===== src/rtl/mips_pkg.sv =====
// Shared MIPS core definitions: reset PC, NOP encoding, primary opcodes,
// fetch FSM states and the fetch queue entry layout.
package mips_pkg;

  localparam logic [31:0] RESET_PC_DEF = 32'h0000_0000;
  localparam logic [31:0] NOP_INSTR    = 32'h0000_0000;

  localparam logic [5:0] OP_R   = 6'b000000;
  localparam logic [5:0] OP_LW  = 6'b100011;
  localparam logic [5:0] OP_SW  = 6'b101011;
  localparam logic [5:0] OP_BEQ = 6'b000100;

  typedef enum logic [1:0] {
    IDLE  = 2'd0,
    FETCH = 2'd1,
    WAIT  = 2'd2,
    HOLD  = 2'd3
  } fetchState_t;

  typedef struct packed {
    logic [31:0] instr;
    logic [31:0] pc;
  } fetchEntry_t;

  function automatic logic [31:0] wordAlign(input logic [31:0] addr);
    return {addr[31:2], 2'b00};
  endfunction

endpackage


===== src/rtl/fetch_skid_buf.sv =====
// Two-entry {instr, pc} queue (head = IF/ID register, skid behind it); head data reads as
// NOP/0 when empty. Push/pop take effect on the same edge; flush wins over both.
module fetch_skid_buf
  import mips_pkg::*;
(
  input  logic        clk,
  input  logic        rst_n,
  input  logic        push,
  input  fetchEntry_t pushEntry,
  input  logic        pop,
  input  logic        flush,
  output logic        headVld,
  output logic        skidVld,
  output fetchEntry_t headEntry
);

  fetchEntry_t skidEntry;
  logic        popEff;

  assign popEff = pop & headVld;

  always_ff @(posedge clk or negedge rst_n) begin
    if (!rst_n) begin
      headVld   <= 1'b0;
      skidVld   <= 1'b0;
      headEntry <= '0;
      skidEntry <= '0;
    end else if (flush) begin
      headVld   <= 1'b0;
      skidVld   <= 1'b0;
      headEntry <= '0;
      skidEntry <= '0;
    end else begin
      case ({popEff, push})
        2'b10: begin
          if (skidVld) begin
            headEntry <= skidEntry;
            skidVld   <= 1'b0;
            skidEntry <= '0;
          end else begin
            headVld   <= 1'b0;
            headEntry <= '0;
          end
        end
        2'b01: begin
          if (!headVld) begin
            headVld   <= 1'b1;
            headEntry <= pushEntry;
          end else begin
            skidVld   <= 1'b1;
            skidEntry <= pushEntry;
          end
        end
        2'b11: begin
          // Keep program order: the older skid word advances before the new one lands.
          if (skidVld) begin
            headEntry <= skidEntry;
            skidEntry <= pushEntry;
          end else begin
            headEntry <= pushEntry;
          end
        end
        default: ;
      endcase
    end
  end

  noOverflow: assert property (@(posedge clk) disable iff (!rst_n)
    !(push && !flush && skidVld && !popEff));

endmodule


===== src/rtl/fetch_unit.sv =====
// MIPS instruction fetch: PC, single-outstanding imem request, 2-entry IF/ID queue.
// 1-cycle memory gives req->instr_valid in 2 cycles; id_stall holds the head and fetch parks in HOLD.
module fetch_unit
  import mips_pkg::*;
#(
  parameter logic [31:0] RESET_PC = RESET_PC_DEF
)
(
  input  logic        clk,
  input  logic        rst_n,
  output logic        imem_req,
  output logic [31:0] imem_addr,
  input  logic        imem_rvalid,
  input  logic [31:0] imem_rdata,
  input  logic        id_stall,
  input  logic        branch_taken,
  input  logic [31:0] branch_target,
  output logic        instr_valid,
  output logic [31:0] instr,
  output logic [31:0] pc_out,
  output logic [5:0]  opcode
);

  fetchState_t state, stateNxt;
  logic [31:0] pc, pcNxt;
  logic        discard, discardNxt;
  logic        headVld, skidVld;
  logic        pop, push, pushCand, skidFullNxt;
  fetchEntry_t headEntry, pushEntry;

  assign pop       = headVld & ~id_stall;
  assign pushCand  = (state == WAIT) & imem_rvalid & ~discard;
  assign push      = pushCand & ~branch_taken;
  assign pushEntry = '{instr: imem_rdata, pc: pc};

  // Skid occupancy after this edge decides whether another request may issue.
  assign skidFullNxt = (skidVld & ~pop) | (pushCand & ((headVld & ~pop) | (skidVld & pop)));

  always_comb begin
    stateNxt   = state;
    pcNxt      = pc;
    discardNxt = discard;
    if (branch_taken) begin
      pcNxt      = wordAlign(branch_target);
      stateNxt   = FETCH;
      discardNxt = 1'b0;
      // A request still in flight after this edge belongs to the old stream.
      if ((state == FETCH) || ((state == WAIT) && !imem_rvalid)) begin
        stateNxt   = WAIT;
        discardNxt = 1'b1;
      end
    end else begin
      case (state)
        IDLE:  stateNxt = FETCH;
        FETCH: stateNxt = WAIT;
        WAIT: begin
          if (imem_rvalid) begin
            if (discard) begin
              discardNxt = 1'b0;
              stateNxt   = FETCH;
            end else begin
              pcNxt    = pc + 32'd4;
              stateNxt = skidFullNxt ? HOLD : FETCH;
            end
          end
        end
        HOLD: begin
          if (!skidFullNxt) stateNxt = FETCH;
        end
        default: stateNxt = IDLE;
      endcase
    end
  end

  always_ff @(posedge clk or negedge rst_n) begin
    if (!rst_n) begin
      state     <= IDLE;
      pc        <= RESET_PC;
      discard   <= 1'b0;
      imem_req  <= 1'b0;
      imem_addr <= '0;
    end else begin
      state     <= stateNxt;
      pc        <= pcNxt;
      discard   <= discardNxt;
      imem_req  <= (stateNxt == FETCH);
      imem_addr <= (stateNxt == FETCH) ? pcNxt : '0;
    end
  end

  fetch_skid_buf uSkid (
    .clk       (clk),
    .rst_n     (rst_n),
    .push      (push),
    .pushEntry (pushEntry),
    .pop       (pop),
    .flush     (branch_taken),
    .headVld   (headVld),
    .skidVld   (skidVld),
    .headEntry (headEntry)
  );

  assign instr_valid = headVld;
  assign instr       = headEntry.instr;
  assign pc_out      = headEntry.pc;
  assign opcode      = instr[31:26];

  alignedReq: assert property (@(posedge clk) disable iff (!rst_n)
    imem_req |-> (imem_addr[1:0] == 2'b00));

endmodule


===== config.mk =====
export PLATFORM = sky130hd
export DESIGN_NAME = fetch_unit
export DESIGN_NICKNAME = d
export VERILOG_FILES = /design/src/rtl/mips_pkg.sv /design/src/rtl/fetch_skid_buf.sv /design/src/rtl/fetch_unit.sv
export SDC_FILE = /design/constraint.sdc
export NUM_CORES = 1
export LEC_CHECK = 0
export CAP_MARGIN = 30
export CORE_MARGIN = 8
export CORE_UTILIZATION = 47
export DETAILED_ROUTE_END_ITERATION = 8
export PLACE_DENSITY_LB_ADDON = 0.08
export REMOVE_ABC_BUFFERS = 1
export SLEW_MARGIN = 15
export SYNTH_ARGS = -nofsm -noshare
export SYNTH_HDL_FRONTEND = slang
export SYNTH_SLANG_ARGS = --single-unit

===== constraint.sdc =====
create_clock -name clk -period 2.2 [get_ports clk]
set_clock_uncertainty 0.15 [all_clocks]
set_input_delay 0.44 -clock clk [delete_from_list [all_inputs] [get_ports clk]]
set_output_delay 0.44 -clock clk [all_outputs]
set_load 0.01 [all_outputs]

==> run_results.csv <==
group,metric,value,unit
worst_hold_path,hp-class,"input pin to flip-flop",
sta,tightest_slew,0.4466,ns
routing,vias_per_cell,5.407,
power_and_ir_drop,seqPwrFrac,0.445,
run_status,status,"finished clean",
sta,finalSetupTns,0,ns
global_route,grt_antenna_before_repair,0,
worst_setup_path,cp_slowest_cell,"dfrtp_1",
sta,slew_headroom,0.7013,
synth,synthSimpleGateAreaFrac,0.1763,
synth,avgSynthCellArea,9.663,sq um
clock_tree,root_buffer,"clkbuf_16",
sta,rsz0062_at_grt,"yes",
worst_setup_path,startpoint_type,"flip-flop",
final_layout,final_area,0.01208,sq mm
worst_setup_path,cp.arrival,2.27,ns
clock_tree,clock_path_buffers,2,
placed_design,globalplace.congestion,0.8000,
final_layout,layout_commonest_cell,"nand2_1",
final_layout,fin_nets,1184,
sta,setup_violations,0,
worst_setup_path,crit_path_end_kind,"flip-flop",
power_and_ir_drop,powerDensity,786.1,mW/mm^2
synth,synth_seq_cells,198,
worst_hold_path,min_from,"branch_taken",
final_layout,num-fill-cells,1461,
power_and_ir_drop,max-vdd-ir-drop,0.0007005,V
worst_setup_path,worstPathMaxFanout,6,
clock_tree,clock-sinks,198,
synth,ys_warn_count,0,
synth,yosys.area_share.adder,0.001448,
floorplan,core_area,0.01802,sq mm
final_layout,final_util,0.6703,
worst_setup_path,path_buf_inv,1,
clock_tree,cts_made_buffers,17,
final_layout,drive_gt1_frac,0.1588,
routing,ant_nets,0,
synth,async_flop_share,1.000,
sta,finalMaxSlewViolations,0,
power_and_ir_drop,switching_share,0.2946,
global_route,grt_usage,0.2173,
flow_run,drv_cap,0,
power_and_ir_drop,p_sw,2.798,mW
synth,synth_top_area_cell,"dfrtp_1",
placed_design,post-place-ws,-0.5061,ns
floorplan,die_area,0.02297,sq mm
power_and_ir_drop,total_power,9.498,mW
synth,synth-main-ff-cell,"dfrtp_1",
global_route,grt_pass1_vias,7299,
synth,syn_inst,894,
worst_setup_path,r2r_start,"state[0]",
routing,routed_wl,24.65,mm
sta,layout_min_cycle_time,2.134,ns
floorplan,die-height,151.6,um
placed_design,port_buffers,170,
floorplan,floorplan.initialDensity,0.4792,
floorplan,fp.dieW,151.6,um
routing,wl_per_cell,18.18,um
sta,max_freq,468.6,MHz
worst_setup_path,crit_chain,"nand4bb_4 -> or2_2 -> buf_4 -> o31a_1 -> nor3_1 -> a211oi_1",
floorplan,io_pins,173,
worst_setup_path,worstSetupPathType,"flip-flop to flip-flop",
power_and_ir_drop,p_comb_frac,0.246,
final_layout,final_cells,1356,
synth,syn_area,0.008638,sq mm
placed_design,dp_hpwl,17.02,mm
synth,synth_area_leaders,"dfrtp_1 (57%), nand2_1 (9.5%), o21ai_0 (7.5%)",
routing,drtIter0Drc,429,
sta,hold_ws,0.3095,ns
clock_tree,tritoncts,"built",
final_layout,final_cell_mix,"nand2_1 (219), dfrtp_1 (196), clkdlybuf4s50_1 (167)",
synth,synth-xor-area-share,0.01622,
routing,vias,7332,
global_route,grt_max_degree,52,
worst_setup_path,crit_start,"state[0]",
synth,synthMuxAreaShare,0.006228,
power_and_ir_drop,p_clk_frac,0.309,
placed_design,dp_cells,1312,
final_layout,area_growth_syn_to_layout,39.87,%
routing,firstDrtPassIters,5,
sta,setup_slack,0.06591,ns
synth,synth_top_area_frac,0.5736,
clock_tree,clock_latency,0.42,ns
clock_tree,htreeDepth,4,
floorplan,rows,49,
power_and_ir_drop,p_leak,4.934,nW
worst_setup_path,cpPeakStageDelay,0.38,ns
synth,synth_edf_count,0,
sta,hold_viol,0,
synth,synth-compound-area-share,0.1822,
routing,drc,0,
synth,yosysUniqueCellTypes,54,
clock_tree,clk_pin_slew_worst_paths,0.07,ns
sta,finalCritPeriodShare,0.9700,
global_route,grt_pass1_wl,39.34,mm
worst_setup_path,critical_path.top_delay_family,"simple AND/OR/NAND/NOR gates",
placed_design,postPlaceCellArea,0.01127,sq mm
worst_setup_path,crit_required,2.34,ns
final_layout,n_antenna_cell,0,
synth,yosysSeqAreaShare,0.5736,
synth,synth_top_family_by_area,"compound AO/OA/AOI/OAI gates",
power_and_ir_drop,p_int,6.700,mW
global_route,grt_overflow,0,
-- final timing paths --
kind                                  endpoint  slack (ns)  cells past startpoint
setup / recovery                 imem_addr[24]        0.07                      6
hold / removal                          pc[18]        0.31                      3
setup reg to reg                 imem_addr[24]        0.07                      6
hold reg to reg            uSkid.headEntry[36]        0.33                      2
max in group asynchronous   uSkid.skidEntry[5]        0.93                      3
min in group asynchronous  uSkid.headEntry[34]        0.33                      2
-- cell type report --
class	instances	area [sq um]	share of cell area
Inverter	14	52.55	0.004349
Clock inverter	12	95.09	0.007870
Timing Repair Buffer	275	2780	0.2301
Sequential cell	198	4957	0.4103
Multi-Input combinational cell	608	3455	0.2859
Tap cell	229	286.5	0.02371
Clock buffer	20	456.7	0.03780
-- power by group through the flow --
stage | Clock [mW] | Combinational, mW | Sequential (mW)
detailed placement | 0 | 2.27 | 4.28
global route | 3.14 | 2.53 | 4.27
CTS | 2.99 | 2.29 | 4.22
floorplan | 0 | 0.657 | 4.41
finish | 2.93 | 2.34 | 4.23
global placement | 0 | 2.25 | 4.28
-- tightest hold or removal path: stages --
cell     delay [ns]
buf_2          0.20
nand2_1        0.11
nand3_1        0.07
-- flip-flops by register name (all words and copies together), names as in the netlist --
register,flops
discard,1
uSkid.skidVld,1
uSkid.headVld,1
imem_addr,32
imem_req,1
uSkid.skidEntry,64
uSkid.headEntry,64
pc,32
state,2
-- cells by family after synthesis --
group / after synthesis
AO/OA/AOI/OAI: 261
XOR/XNOR: 16
adder cells (fa/ha/maj): 1
flip-flops: 198
buffers and inverters: 88
AND/OR/NAND/NOR: 325
multiplexers: 5
-- routing by layer --
metal / global-route usage / wire, um / share of wire / vias up
met2: 0.3493 / 11660 / 0.47 / 187
met1: 0.3039 / 11400 / 0.46 / 3592
met5: 0 / 0 / 0 / -
met3: 0.03831 / 1401 / 0.057 / 12
li1: - / - / - / 3541
met4: 0.04459 / 195 / 0.0079 / 0
-- cells in the mapped netlist, drive strengths merged, types with 6 or more instances --
master and instances:
nor3 12, o21ai 145, nor4 9, a31oi 8, inv 14, xor2 7
nand4 6, a21oi 15, buf 29, clkbuf 45, a211oi 12, xnor2 9
nor2b 17, dfrtp 198, nor2 18, nand3 20, nand2 219, a22oi 69
-- what timing repair did --
| action | CTS | global route |
|---|---|---|
| hold endpoints to repair | 27 | 0 |
| hold buffers | 1 | 0 |
| endpoints found under the setup margin | 42 | 78 |
| gates cloned | 0 | 1 |
| buffers inserted | 2 | 8 |
| gates resized for setup | 5 | 30 |
| pin swaps | 2 | 9 |
Power figures use the tool's default switching activity.
